## config.mk

```make
export PLATFORM = sky130hd
export DESIGN_NAME = lcd_timing_gen
export DESIGN_NICKNAME = d
export VERILOG_FILES = /design/src/rtl/lcd_timing_gen.sv
export SDC_FILE = /design/constraint.sdc
export NUM_CORES = 1
export LEC_CHECK = 0
export ABC_AREA = 1
export BUFFER_PORTS_ARGS = -buffer_cell sky130_fd_sc_hd__buf_2
export CAP_MARGIN = 20
export CORE_AREA = 2 2 78 80
export CTS_BUF_LIST = sky130_fd_sc_hd__clkbuf_8
export CTS_CLUSTER_SIZE = 24
export DETAILED_ROUTE_END_ITERATION = 10
export DIE_AREA = 0 0 80 82
export PLACE_DENSITY = 0.84
export SLEW_MARGIN = 20
export SYNTH_ARGS = -nofsm -noshare
export SYNTH_HDL_FRONTEND = slang
export SYNTH_SLANG_ARGS = --single-unit
```

## constraint.sdc

```tcl
create_clock -name Clk -period 3.4 [get_ports Clk]
set_input_delay 0.34 -clock Clk [delete_from_list [all_inputs] [get_ports Clk]]
set_output_delay 0.34 -clock Clk [all_outputs]
set_load 0.005 [all_outputs]
```

## src/rtl/lcd_timing_gen.sv

```systemverilog
// LCD raster timing generator: turns clock_lcd rising edges into pixel ticks and
// drives HSYNC/VSYNC/DE/RGB plus look-ahead pixel coordinates for the renderer.
`timescale 1ns/1ps
module lcd_timing_gen #(
  parameter int H_ACTIVE = 480,
  parameter int H_FP     = 2,
  parameter int H_SYNC   = 41,
  parameter int H_BP     = 2,
  parameter int V_ACTIVE = 272,
  parameter int V_FP     = 2,
  parameter int V_SYNC   = 10,
  parameter int V_BP     = 2,
  parameter int CW       = 10,
  parameter int DW       = 16
) (
  input  logic          Clk,
  input  logic          Rst,
  input  logic          pixel_en,
  input  logic          clock_lcd,
  input  logic [DW-1:0] pixel_in,
  output logic [CW-1:0] req_x,
  output logic [CW-1:0] req_y,
  output logic          req_valid,
  output logic          lcd_hsync,
  output logic          lcd_vsync,
  output logic          lcd_de,
  output logic [DW-1:0] lcd_rgb,
  output logic          frame_start
);

  localparam logic [CW-1:0] H_ACT_C      = CW'(H_ACTIVE);
  localparam logic [CW-1:0] H_SYNC_BEG_C = CW'(H_ACTIVE + H_FP);
  localparam logic [CW-1:0] H_SYNC_END_C = CW'(H_ACTIVE + H_FP + H_SYNC);
  localparam logic [CW-1:0] H_LAST_C     = CW'(H_ACTIVE + H_FP + H_SYNC + H_BP - 1);
  localparam logic [CW-1:0] V_ACT_C      = CW'(V_ACTIVE);
  localparam logic [CW-1:0] V_SYNC_BEG_C = CW'(V_ACTIVE + V_FP);
  localparam logic [CW-1:0] V_SYNC_END_C = CW'(V_ACTIVE + V_FP + V_SYNC);
  localparam logic [CW-1:0] V_LAST_C     = CW'(V_ACTIVE + V_FP + V_SYNC + V_BP - 1);
  localparam logic [CW-1:0] CNT_ZERO_C   = {CW{1'b0}};
  localparam logic [CW-1:0] CNT_ONE_C    = CW'(1);
  localparam logic [DW-1:0] RGB_ZERO_C   = {DW{1'b0}};

  logic          clk_prev_r;
  logic [CW-1:0] h_cnt_r;
  logic [CW-1:0] v_cnt_r;

  logic          tick_s;
  logic          h_last_s;
  logic          v_last_s;
  logic [CW-1:0] h_next_s;
  logic [CW-1:0] v_next_s;
  logic          de_now_s;
  logic          hs_now_s;
  logic          vs_now_s;
  logic          origin_s;
  logic          req_valid_s;
  logic [CW-1:0] req_x_s;
  logic [CW-1:0] req_y_s;

  // Tick detection, segment decode and post-advance counter values
  always_comb begin
    tick_s      = 1'b0;
    h_last_s    = 1'b0;
    v_last_s    = 1'b0;
    h_next_s    = h_cnt_r;
    v_next_s    = v_cnt_r;
    de_now_s    = 1'b0;
    hs_now_s    = 1'b0;
    vs_now_s    = 1'b0;
    origin_s    = 1'b0;
    req_valid_s = 1'b0;
    req_x_s     = CNT_ZERO_C;
    req_y_s     = CNT_ZERO_C;

    tick_s   = clock_lcd & ~clk_prev_r & pixel_en;
    h_last_s = (h_cnt_r == H_LAST_C);
    v_last_s = (v_cnt_r == V_LAST_C);
    de_now_s = (h_cnt_r < H_ACT_C) & (v_cnt_r < V_ACT_C);
    hs_now_s = (h_cnt_r >= H_SYNC_BEG_C) & (h_cnt_r < H_SYNC_END_C);
    vs_now_s = (v_cnt_r >= V_SYNC_BEG_C) & (v_cnt_r < V_SYNC_END_C);
    origin_s = (h_cnt_r == CNT_ZERO_C) & (v_cnt_r == CNT_ZERO_C);

    if (h_last_s) begin
      h_next_s = CNT_ZERO_C;
      if (v_last_s) begin
        v_next_s = CNT_ZERO_C;
      end else begin
        v_next_s = v_cnt_r + CNT_ONE_C;
      end
    end else begin
      h_next_s = h_cnt_r + CNT_ONE_C;
      v_next_s = v_cnt_r;
    end

    // Coordinates outside the visible area are clamped so the renderer sees (0,0)
    req_valid_s = (h_next_s < H_ACT_C) & (v_next_s < V_ACT_C);
    if (req_valid_s) begin
      req_x_s = h_next_s;
      req_y_s = v_next_s;
    end else begin
      req_x_s = CNT_ZERO_C;
      req_y_s = CNT_ZERO_C;
    end
  end

  // Raster counters and registered panel/request outputs
  always_ff @(posedge Clk or posedge Rst) begin
    if (Rst) begin
      clk_prev_r  <= 1'b0;
      h_cnt_r     <= CNT_ZERO_C;
      v_cnt_r     <= CNT_ZERO_C;
      lcd_hsync   <= 1'b1;
      lcd_vsync   <= 1'b1;
      lcd_de      <= 1'b0;
      lcd_rgb     <= RGB_ZERO_C;
      frame_start <= 1'b0;
      req_x       <= CNT_ZERO_C;
      req_y       <= CNT_ZERO_C;
      req_valid   <= 1'b1;
    end else if (!pixel_en) begin
      // Disable always restarts the raster from the origin
      clk_prev_r  <= 1'b0;
      h_cnt_r     <= CNT_ZERO_C;
      v_cnt_r     <= CNT_ZERO_C;
      lcd_hsync   <= 1'b1;
      lcd_vsync   <= 1'b1;
      lcd_de      <= 1'b0;
      lcd_rgb     <= RGB_ZERO_C;
      frame_start <= 1'b0;
      req_x       <= CNT_ZERO_C;
      req_y       <= CNT_ZERO_C;
      req_valid   <= 1'b1;
    end else begin
      clk_prev_r <= clock_lcd;
      if (tick_s) begin
        h_cnt_r     <= h_next_s;
        v_cnt_r     <= v_next_s;
        lcd_de      <= de_now_s;
        lcd_hsync   <= ~hs_now_s;
        lcd_vsync   <= ~vs_now_s;
        lcd_rgb     <= de_now_s ? pixel_in : RGB_ZERO_C;
        frame_start <= origin_s;
        req_x       <= req_x_s;
        req_y       <= req_y_s;
        req_valid   <= req_valid_s;
      end else begin
        frame_start <= 1'b0;
      end
    end
  end

endmodule

```

======== Word-level counts from Yosys, hierarchy flattened ========
Cells that the tools add are included.
operators by class
  add/sub/neg operators ................... 2
  $lt $le $gt $ge ......................... 8
  equal/unequal tests ..................... 3
  multiplexer cells ....................... 27
  bitwise logic cells ..................... 10
  reductions and logical operators ........ 2
operator list
  kind                   count
  $mux 10                13
  $lt 10x9->1 const B    5
  $mux 16                3
  $add 10x1->10 const B  2
  $ge 10x9->1 const B    2
  $logic_not 10->1       2
  $mux 1                 11
  $eq 10x10->1 const B   1
  $eq 10x9->1 const B    1
  $lt 10x10->1 const B   1
  $and 1x1->1            7
  $not 1->1              3
  $ne 2x1->1 const B     1
word-level totals
  register bits after elaboration ......... 62
  input port bits ......................... 20
  word-level logic and storage cells ...... 63

======== Logic depth before layout (Yosys ltp) ========
Gate-level depths: netlist (run 1).
  word-level depth ........................ 8
  depth in mapped cells ................... 14
  depth with buffers taken out ............ 13

======== Worst setup path before layout (run 1) ========
Ideal clock, no wire load.
  path type ............................... reg2reg
  start ................................... reg h_cnt_r[0]
  end ..................................... reg req_valid
  library setup time ...................... 0.068 ns
  arrival ................................. 1.735 ns
  required time ........................... 3.332 ns
  path slack .............................. 1.597 ns
  stages on the path, launching flop included .. 14
  clock period less this slack ............ 1.803 ns
  cells stage by stage .................... dfrtp_1 -> inv_1 -> ha_1 -> nand2_1 -> nor2_4 -> nand2_4 -> nor2_2 -> nand3_1 -> nand2_1 -> nand2_1 -> nor2_2 -> nand2_2 -> buf_6 -> a21oi_2
on the way
  word-level cells in the longest chain between the ends .. 6
RTL lines
  element                                        line    text
  from (decl)                                    44      logic [CW-1:0] h_cnt_r;
  from (signal assigned)                         136     h_cnt_r <= h_next_s;
  $add 10x1->10 or $eq 10x10->1 (tied branches)  91, 76
  $mux 10                                        83      if (h_last_s) begin
  $lt 10x9->1                                    96      req_valid_s = (h_next_s < H_ACT_C) & (v_next_s < V_ACT_C);
  $and 1x1->1 (*)                                96
  $mux 1 (*)                                     135     if (tick_s) begin
  $mux 1 (*)                                     120     end else if (!pixel_en) begin
  to (signal assigned)                           145     req_valid <= req_valid_s;
  to (decl)                                      23      output logic req_valid,
Every way passes the cells marked *; elsewhere a longest branch is shown, timed or not. The select of a mux whose other input is x is not followed.
A chain may end at the register's enable or synchronous reset.

======== Worst setup path in the final report (run 1) ========
  start ................................... reg h_cnt_r[1]
  end ..................................... reg req_y[0]
on the way
  word-level cells in the longest chain between the ends .. 7
RTL lines
  element                                        line    text
  $add 10x1->10 or $eq 10x10->1 (tied branches)  91, 76
  $mux 10                                        83
  $lt 10x9->1                                    96
  $and 1x1->1                                    96
  $mux 10 (*)                                    97      if (req_valid_s) begin
  $mux 10 (*)                                    135
  $mux 10 (*)                                    120
  to (signal assigned)                           144     req_y <= req_y_s;
  to (decl)                                      22      output logic [CW-1:0] req_y,
Marked as above.

==> reports/qor.yml, run 1 <==
status:
  status: "finished clean"
drt:
  first_pass_iters: 4
  avgRoutedWirePerCell_microns: 13.83
  dr_total_vias: 2785
  drt-total-wl_microns: 7259
  drt_iter0_markers: 166
  postRouteAntennaNets: 0
  vias_per_cell: 5.305
  drcViolationCount: 0
sta:
  timing.final.crit_period_ps: 2297
  final_hold_viol_count: 0
  worst_slew_pin_slew_ps: 710.4
  maxSlewHeadroom: 0.5257
  finClkSkew_ps: 6.566
  slew_viol_final: 0
  rsz0062_at_grt: "false"
  finalSetupViolations: 0
  period_share: 0.6756
  fmax_ghz: 0.4353
  tns_ps: 0
grt:
  grt_overflow: 0
  grt_pass1_vias: 2578
  grt_antenna_before_repair: 0
  track_usage: 0.2357
  grt_pass1_wl_microns: 11770
  grt_max_degree: 38
synthesis:
  synth-seq-cells: 62
  synth_edf_count: 0
  ys_seq_area_frac: 0.5043
  synthFlopType: "dfrtp_1"
  synth_most_common_cell: "nand2_1"
  synth_area_leaders: "dfrtp_1, nand2_1, o21ai_0"
  yosys_warnings: 0
  syn_nets: 405
  netlist_instances: 380
  synth_area_leader_cell: "dfrtp_1"
  synthTopCellsByCount: "nand2_1, dfrtp_1, inv_1, o21ai_0, nor2_1"
  synthArstFlopShare: 1.000
  synth.top_cell.area_share: 0.4787
  synth_area_sq_mm: 0.003084
  avgSynthCellArea_sq_um: 8.116
  synth_cell_types: 32
cts:
  clkTransAtPathRegs_ps: 70
  clk_path_buf_depth: 2
  clock_latency_ps: 340
  cts_tree: "done"
  cts_hold_buf: 0
  numCtsBuffers: 9
  cts.sinks: 62
  post_cts_buffers: 0
  cts-resized-gates: 0
  cts_max_level: 3
  root_buffer: "clkbuf_8"
floorplan:
  num_rows: 28
  start_util: 0.5368
  die_x_microns: 80
  die_area_sq_mm: 0.006560
  design.core.area_sq_mm: 0.005746
  boundaryPins: 61
  die_y_microns: 82
final_layout:
  nNetsFinal: 470
  area_growth_pct: 18.74
  drive_above_1_share: 0.2444
  final_area_sq_mm: 0.003662
  antenna_cells: 0
critical_path:
  cp-start-kind: "flop"
  reg2regPathDepth: 12
  critPathSlowestCell: "dfrtp_1"
  crit_arrival_ps: 2550
  path_common_cell: "nand2_1"
  path_class: "reg2reg"
  path_delay_family: "simple AND/OR/NAND/NOR gates"
  max_stage_delay_ps: 390
  path_max_fanout: 19
  critPathRequiredTime_ps: 3660
  path_cells: "inv_1 > ha_1 > nand2_1 > nor2_4 > nand2_4 > nor2_2 > nand3_1 > nand2_1 > nand2_1 > nor2_2 > nand2_2 > o21ai_0"
  cp_num_buf_inv: 1
  end_kind: "flop"
  cp_num_cells: 12
pwr:
  ir_drop_mv: 0.2245
  p_leak_uw: 0.001929
  p_per_area_mw_per_mm2: 426.9
placement:
  port_buffers: 60
  placed_area_sq_mm: 0.003443
  place_congestion: 0.9274
  place.detailed.hpwl_microns: 5079
min_path:
  hp-class: "in2async"
flow_run:
  cap_violations: 0
-- logic make-up (layout without fill, tap and decap cells) --
group / Yosys count / count (layout) / synth area share
xor gates and xnor gates: 2 / 2 / 0.005681
adders and majority gates: 5 / 5 / 0.02028
DFF: 62 / 62 / 0.5043
and+or+nand+nor: 181 / 181 / 0.2617
AOI/OAI and AO/OA: 67 / 67 / 0.1262
buffers and inverters: 63 / 133 / 0.08194
-- power breakdown --
group	total [uW]	switching, uW	internal, uW
registers	765	9.73	755
logic	94.9	63.0	31.9
clock network	704	296	408
total	1560	368	1200
-- routing by layer --
layer / up-vias / routed length, microns / track usage
li1: 1350 / - / -
met3: 16 / 427 / 0.05495
met1: 1330 / 3276 / 0.2989
met4: 0 / 116 / 0.07966
met5: - / 0 / 0
met2: 89 / 3438 / 0.3992
-- per-stage QoR --
step,cells,hold WS [ps],worst slack [ps],power (uW),utilization
after floorplan,380,473.2,1524,828.7,-
after global routing,525,175.6,812.5,1620,0.6374
final,525,111.7,1103,1564,0.6374
after detailed placement,508,468.0,1129,873.7,0.5993
after CTS,524,134.7,1100,1570,0.6365
after global placement,508,462.5,1193,869.1,0.5993
-- cell usage in the layout, fill, tap and decap left out, types with 2 or more instances in the layout --
cell / n
nand2_1: 99
buf_2: 60
nor4_1: 2
buf_4: 2
o21ai_2: 9
nand2_2: 2
nand3_2: 3
clkbuf_8: 9
a21oi_1: 3
o211ai_1: 2
dfstp_2: 3
nor3_1: 4
clkinv_2: 2
o22ai_1: 3
nand4_1: 8
nand3_1: 24
dfrtp_1: 59
bufinv_16: 2
ha_1: 5
nor2_4: 2
o21ai_0: 46
nor2_1: 28
inv_1: 51
inv_2: 4
nor2_2: 6
-- state kept, by name (all words and copies together), names as in the netlist --
| register | cells |
|---|---|
| clk_prev_r | 1 |
| frame_start | 1 |
| lcd_vsync | 1 |
| lcd_rgb | 16 |
| req_valid | 1 |
| h_cnt_r | 10 |
| req_y | 10 |
| lcd_hsync | 1 |
| v_cnt_r | 10 |
| lcd_de | 1 |
| req_x | 10 |
-- final timing paths --
kind	start	slack, ps	end
worst max-delay path	h_cnt_r[1]	1100	req_y[0]
max in group asynchronous	Rst	2410	req_valid
worst min register to register	req_y[3]	480	req_y[3]
worst max register to register	h_cnt_r[1]	1100	req_y[0]
min in group Clk	clock_lcd	240	clk_prev_r
worst min-delay path	Rst	110	lcd_rgb[3]
-- cell type report --
type	count	area, sq um
repair buffers	63	320.3
clock buffers	9	123.9
inverters	54	202.7
clock inverters	7	90.09
flip-flops and latches	62	1555
multi-input cells	255	1276
well taps	75	93.84
fillers	498	2083
No activity file was read; power rests on OpenSTA's default activity.
==> inputs of run 2 (changes only) <==
==> constraint.sdc (replaced) <==
create_clock -name Clk -period 2.2 [get_ports Clk]
set_input_delay 0.22 -clock Clk [delete_from_list [all_inputs] [get_ports Clk]]
set_output_delay 0.22 -clock Clk [all_outputs]
set_load 0.005 [all_outputs]
==> reports/qor.yml, run 2 (synthesized netlist as in run 1, its figures left out) <==
pwr:
  power_uw: 2342  # +50%
  ir_drop_mv: 0.3296  # +47%
  p_per_area_mw_per_mm2: 623.0  # +46%
  p_leak_uw: 0.001989  # +3.1%
sta:
  final_hold_viol_count: 0  # unchanged
  maxSlewHeadroom: 0.5828  # +0.05705
  tns_ps: 0  # unchanged
  fmax_ghz: 0.5033  # +16%
  slew_viol_final: 0  # unchanged
  timing.final.crit_period_ps: 1987  # -310.3 ps
  period_share: 0.9031  # +0.2275
  finalSetupViolations: 0  # unchanged
  worst_slew_pin_slew_ps: 625.0  # -85.46 ps
  holdWs_ps: 127.4  # +15.69 ps
  finClkSkew_ps: 5.716  # -0.8506 ps
cts:
  clk_path_buf_depth: 2  # unchanged
  numCtsBuffers: 9  # unchanged
  cts.sinks: 62  # unchanged
  clock_latency_ps: 340  # about the same
  root_buffer: "clkbuf_8"
  cts_tree: "done"
  cts_max_level: 3  # unchanged
  clkTransAtPathRegs_ps: 70  # about the same
drt:
  drcViolationCount: 0  # unchanged
  drt_iter0_markers: 214  # +29%
  dr_total_vias: 2786  # +0.036%
  first_pass_iters: 5  # +1
  vias_per_cell: 5.207  # -1.8%
  avgRoutedWirePerCell_microns: 13.94  # +0.83%
  drt-total-wl_microns: 7459  # +2.8%
  postRouteAntennaNets: 0  # unchanged
grt:
  track_usage: 0.2321  # -0.003612
  grt_pass1_vias: 2477  # -3.9%
  grt_antenna_before_repair: 0  # unchanged
  grt_max_degree: 38  # unchanged
  grt_overflow: 0  # unchanged
  grt_pass1_wl_microns: 11390  # -3.2%
placement:
  place_congestion: 0.9219  # -0.59%
  dpl.cell_count: 514  # +1.2%
  place.detailed.hpwl_microns: 5177  # +1.9%
  port_buffers: 60  # unchanged
final_layout:
  nNetsFinal: 480  # +2.1%
  antenna_cells: 0  # unchanged
  drive_above_1_share: 0.2587  # +0.01425
  area_growth_pct: 21.87
  final_cell_mix: "nand2_1, buf_2, dfrtp_1"
  largest-register: "lcd_rgb"
  layout_commonest_cell: "nand2_1"
  nFillCells: 477  # -4.2%
  utilization: 0.6542  # +0.01677
  instances_no_fill: 535  # +1.9%
  largest_reg_flops: 16  # unchanged
critical_path:
  path_cells: "inv_1 > ha_1 > nand2_1 > nor2_4 > buf_4 > nand4_1 > nand2_1 > nand4_1 > nand2_2 > nand2_4 > o21ai_0"
  critPathRequiredTime_ps: 2460  # -1200 ps
  path_class: "reg2reg"
  path_delay_family: "simple AND/OR/NAND/NOR gates"
  crit_arrival_ps: 2250  # -300 ps
  path_max_fanout: 10  # -9
  max_stage_delay_ps: 390  # about the same
  cp_num_buf_inv: 2  # +1
  cp-start-kind: "flop"
  end_kind: "flop"
  critPathSlowestCell: "dfrtp_1"
floorplan:
  die_area_sq_mm: 0.006560  # unchanged
  start_util: 0.5368  # unchanged
  num_rows: 28  # unchanged
  die_y_microns: 82  # unchanged
  design.core.area_sq_mm: 0.005746  # unchanged
  boundaryPins: 61  # unchanged
  die_x_microns: 80  # unchanged
status:
  status: "finished clean"
flow_run:
  cap_violations: 0  # unchanged
min_path:
  hp-class: "in2reg"
run 2: final cells by class:
type,count,area [sq um],area share
sequential,62,1555,0.4138
multi-input combinational,256,1300,0.3459
timing repair buffer,72,405.4,0.1079
inverter,54,202.7,0.05393
clock buffer,11,151.4,0.04028
tap,75,93.84,0.02497
clock inverter,5,50.05,0.01332
run 2: per-stage QoR:
step	area, sq um	setup WS [ps]
final	3759	213.3
after global routing	3759	-8.611
after CTS	3717	118.5
after detailed placement	3501	-9.933
after global placement	3501	137.3
after floorplan	3084	396.7
run 2: final timing paths:
kind	start	end	slack (ps)	depth (start not counted)
min in group asynchronous	Rst	lcd_rgb[4]	500	3
worst max-delay path	h_cnt_r[0]	req_y[5]	210	11
worst min register to register	req_y[3]	req_y[3]	480	2
worst max register to register	h_cnt_r[0]	req_y[5]	210	11
max in group asynchronous	Rst	lcd_hsync	1040	4
worst min-delay path	clock_lcd	clk_prev_r	130	3
run 2: where the power goes:
part	switching (uW)	leakage (uW)	internal (uW)
Combinational	99.3	0.00104	55.8
Sequential	13.9	0.000843	1170
Clock	431	0.000108	574
run 2: metal layers:
layer  track usage  up-vias  part of all wire
li1              -     1379                 -
met1        0.2910     1301              0.45
met2        0.3692       93              0.47
met3       0.06923       13             0.062
met4        0.1102        0             0.025
met5             0        -                 0
run 2: worst min-delay path: stages:
cell and delay [ps]:
buf_2 80, nand2_1 80, inv_1 60
run 2: timing repair:
action	in CTS	in global routing
pin swaps	0	2
hold buffers	1	0
hold endpoints to repair	28	0
resized for setup	1	3
setup buffers	0	3
setup endpoints to repair	9	19
gates cloned	0	1
==> inputs of run 3 (changes only) <==
--- a/config.mk
+++ b/config.mk
@@ -8,12 +8,12 @@
 export ABC_AREA = 1
 export BUFFER_PORTS_ARGS = -buffer_cell sky130_fd_sc_hd__buf_2
 export CAP_MARGIN = 20
-export CORE_AREA = 2 2 78 80
+export CORE_AREA = 2 2 97 99
 export CTS_BUF_LIST = sky130_fd_sc_hd__clkbuf_8
 export CTS_CLUSTER_SIZE = 24
 export DETAILED_ROUTE_END_ITERATION = 10
-export DIE_AREA = 0 0 80 82
-export PLACE_DENSITY = 0.84
+export DIE_AREA = 0 0 99 101
+export PLACE_DENSITY = 0.59
 export SLEW_MARGIN = 20
 export SYNTH_ARGS = -nofsm -noshare
 export SYNTH_HDL_FRONTEND = slang
==> reports/qor.yml, run 3 (synthesized netlist as in run 1, its figures left out) <==
drt:
  first_pass_iters: 4  # -1
  vias_per_cell: 4.756  # -8.7%
  drt_iter0_markers: 135  # -37%
  drt-total-wl_microns: 7351  # -1.4%
  dr_total_vias: 2711  # -2.7%
  avgRoutedWirePerCell_microns: 12.90  # -7.5%
  drcViolationCount: 0  # unchanged
  postRouteAntennaNets: 0  # unchanged
critical_path:
  cp_num_cells: 12  # +1
  path_class: "reg2reg"
  timing.rr.end: "req_y[7]"
  path_delay_family: "simple AND/OR/NAND/NOR gates"
  cp-start-kind: "flop"
  rrSetupSlack_ps: 260  # +50 ps
  end_kind: "flop"
  critPathSlowestCell: "dfrtp_1"
  crit_arrival_ps: 2200  # -50 ps
  max_stage_delay_ps: 490  # +100 ps
  critPathRequiredTime_ps: 2460  # about the same
  crit-reg2reg-launch: "h_cnt_r[4]"
  path_cells: "inv_2 > nand2_2 > nor2_4 > nand2_4 > nor2_2 > nand3_1 > nand2_1 > nand2_1 > nor2_2 > nand2_2 > buf_4 > o21ai_0"
  reg2regPathDepth: 12  # +1
  cp_num_buf_inv: 2  # unchanged
  path_max_fanout: 9  # -1
final_layout:
  largest-register: "lcd_rgb"
  nNetsFinal: 479  # -0.21%
  largest_reg_flops: 16  # unchanged
  area_growth_pct: 22.96
  final_cell_mix: "nand2_1, buf_2, dfrtp_1"
  drive_above_1_share: 0.2549  # -0.003794
  antenna_cells: 0  # unchanged
  layout_commonest_cell: "nand2_1"
cts:
  root_buffer: "clkbuf_8"
  clkTransAtPathRegs_ps: 70  # about the same
  clock_latency_ps: 340  # about the same
  cts_max_level: 3  # unchanged
  clk_path_buf_depth: 2  # unchanged
  numCtsBuffers: 9  # unchanged
  cts.sinks: 62  # unchanged
  cts_tree: "done"
placement:
  port_buffers: 60  # unchanged
  place.detailed.hpwl_microns: 5360  # +3.5%
  place_congestion: 0.8464  # -8.2%
  pre_cts_ws_ps: 198.3  # +208.2 ps
grt:
  track_usage: 0.1566  # -0.07544
  grt_pass1_wl_microns: 12390  # +8.8%
  grt_antenna_before_repair: 0  # unchanged
  grt_max_degree: 63  # +66%
  grt_pass1_vias: 2548  # +2.9%
  grt_overflow: 0  # unchanged
pwr:
  ir_drop_mv: 0.2623  # -20%
  p_leak_uw: 0.001981  # -0.43%
  p_per_area_mw_per_mm2: 619.8  # -0.52%
sta:
  tns_ps: 0  # unchanged
  final_hold_viol_count: 0  # unchanged
  fmax_ghz: 0.5150  # +2.3%
  finalSetupViolations: 0  # unchanged
  timing.final.crit_period_ps: 1942  # -45.03 ps
  period_share: 0.8826  # -0.02047
  rsz0062_at_grt: "false"
  setup_ws_ps: 258.3  # +45.03 ps
  holdWs_ps: 126.8  # -0.5810 ps
  finClkSkew_ps: 7.866  # +2.151 ps
  slew_viol_final: 0  # unchanged
  maxSlewHeadroom: 0.5920  # +0.009207
  worst_slew_pin_slew_ps: 611.2  # -13.79 ps
floorplan:
  num_rows: 35  # +25%
  start_util: 0.3436  # -0.1932
  die_area_sq_mm: 0.009999  # +52%
  die_y_microns: 101  # +23%
  die_x_microns: 99  # +24%
  boundaryPins: 61  # unchanged
  design.core.area_sq_mm: 0.008977  # +56%
min_path:
  whs_endpoint: "lcd_rgb[10]"
  hp-class: "in2reg"
  hp-start: "pixel_in[10]"
  hold_depth: 3  # unchanged
status:
  status: "finished clean"
flow_run:
  cap_violations: 0  # unchanged
-- run 3: changes by cell type in the layout (fill, tap and decap cells not counted), sizes merged --
cell,before,now
nand2,103,102
-- run 3: repair_timing --
item | CTS | global route
setup endpoints to repair | 0 | 16
hold buffers | 1 | 0
buffers inserted | 0 | 2
endpoints found under the hold margin | 59 | 0
gates resized for setup | 0 | 0
-- run 3: layer usage --
| layer | up-vias | part of all wire | GRT usage |
|---|---|---|---|
| met5 | - | 0 | 0 |
| met3 | 5 | 0.063 | 0.03606 |
| li1 | 1375 | - | - |
| met1 | 1258 | 0.46 | 0.2090 |
| met2 | 73 | 0.46 | 0.2505 |
| met4 | 0 | 0.0097 | 0.05585 |
-- run 3: worst reg2reg max path: stages, from the launching register on --
cell and delay, ps:
dfrtp_1 490, inv_2 150, nand2_2 70, nor2_4 200, nand2_4 110, nor2_2 110, nand3_1 80, nand2_1 100
nand2_1 60, nor2_2 110, nand2_2 90, buf_4 160, o21ai_0 150
-- run 3: report_power, final --
group	internal (uW)	switching, uW
combinational	55.9	96.6
sequential	1170	14.0
clock	575	442
total	1800	552
-- run 3: layout make-up --
class                           count  area [sq um]
Clock buffer                       11         151.4
Clock inverter                      5         50.05
Fill cell                         909          5185
Inverter                           54         202.7
Multi-Input combinational cell    255          1276
Sequential cell                    62          1555
Tap cell                          111         138.9
Timing Repair Buffer               72         417.9
-- run 3: worst max-delay path by stage --
| stage | end | startpoint | slack (ps) |
|---|---|---|---|
| 2_1_floorplan | req_valid | h_cnt_r[0] | 400 |
| 3_3_place_gp | req_x[8] | h_cnt_r[0] | 270 |
| 3_5_place_dp | req_y[7] | h_cnt_r[1] | 200 |
| 4_1_cts | req_y[7] | h_cnt_r[1] | 180 |
| 5_1_grt | req_y[1] | h_cnt_r[1] | 20 |
| 6_report | req_y[7] | h_cnt_r[4] | 260 |
-- run 3: stage by stage --
stage	instances	utilization	total power, uW	instance area (sq um)
after floorplan	380	-	1281	3084
after global placement	551	0.3972	1355	3566
after detailed placement	551	0.3972	1359	3566
after CTS	568	0.4208	2381	3777
after global routing	570	0.4224	2447	3792
final	570	0.4224	2350	3792
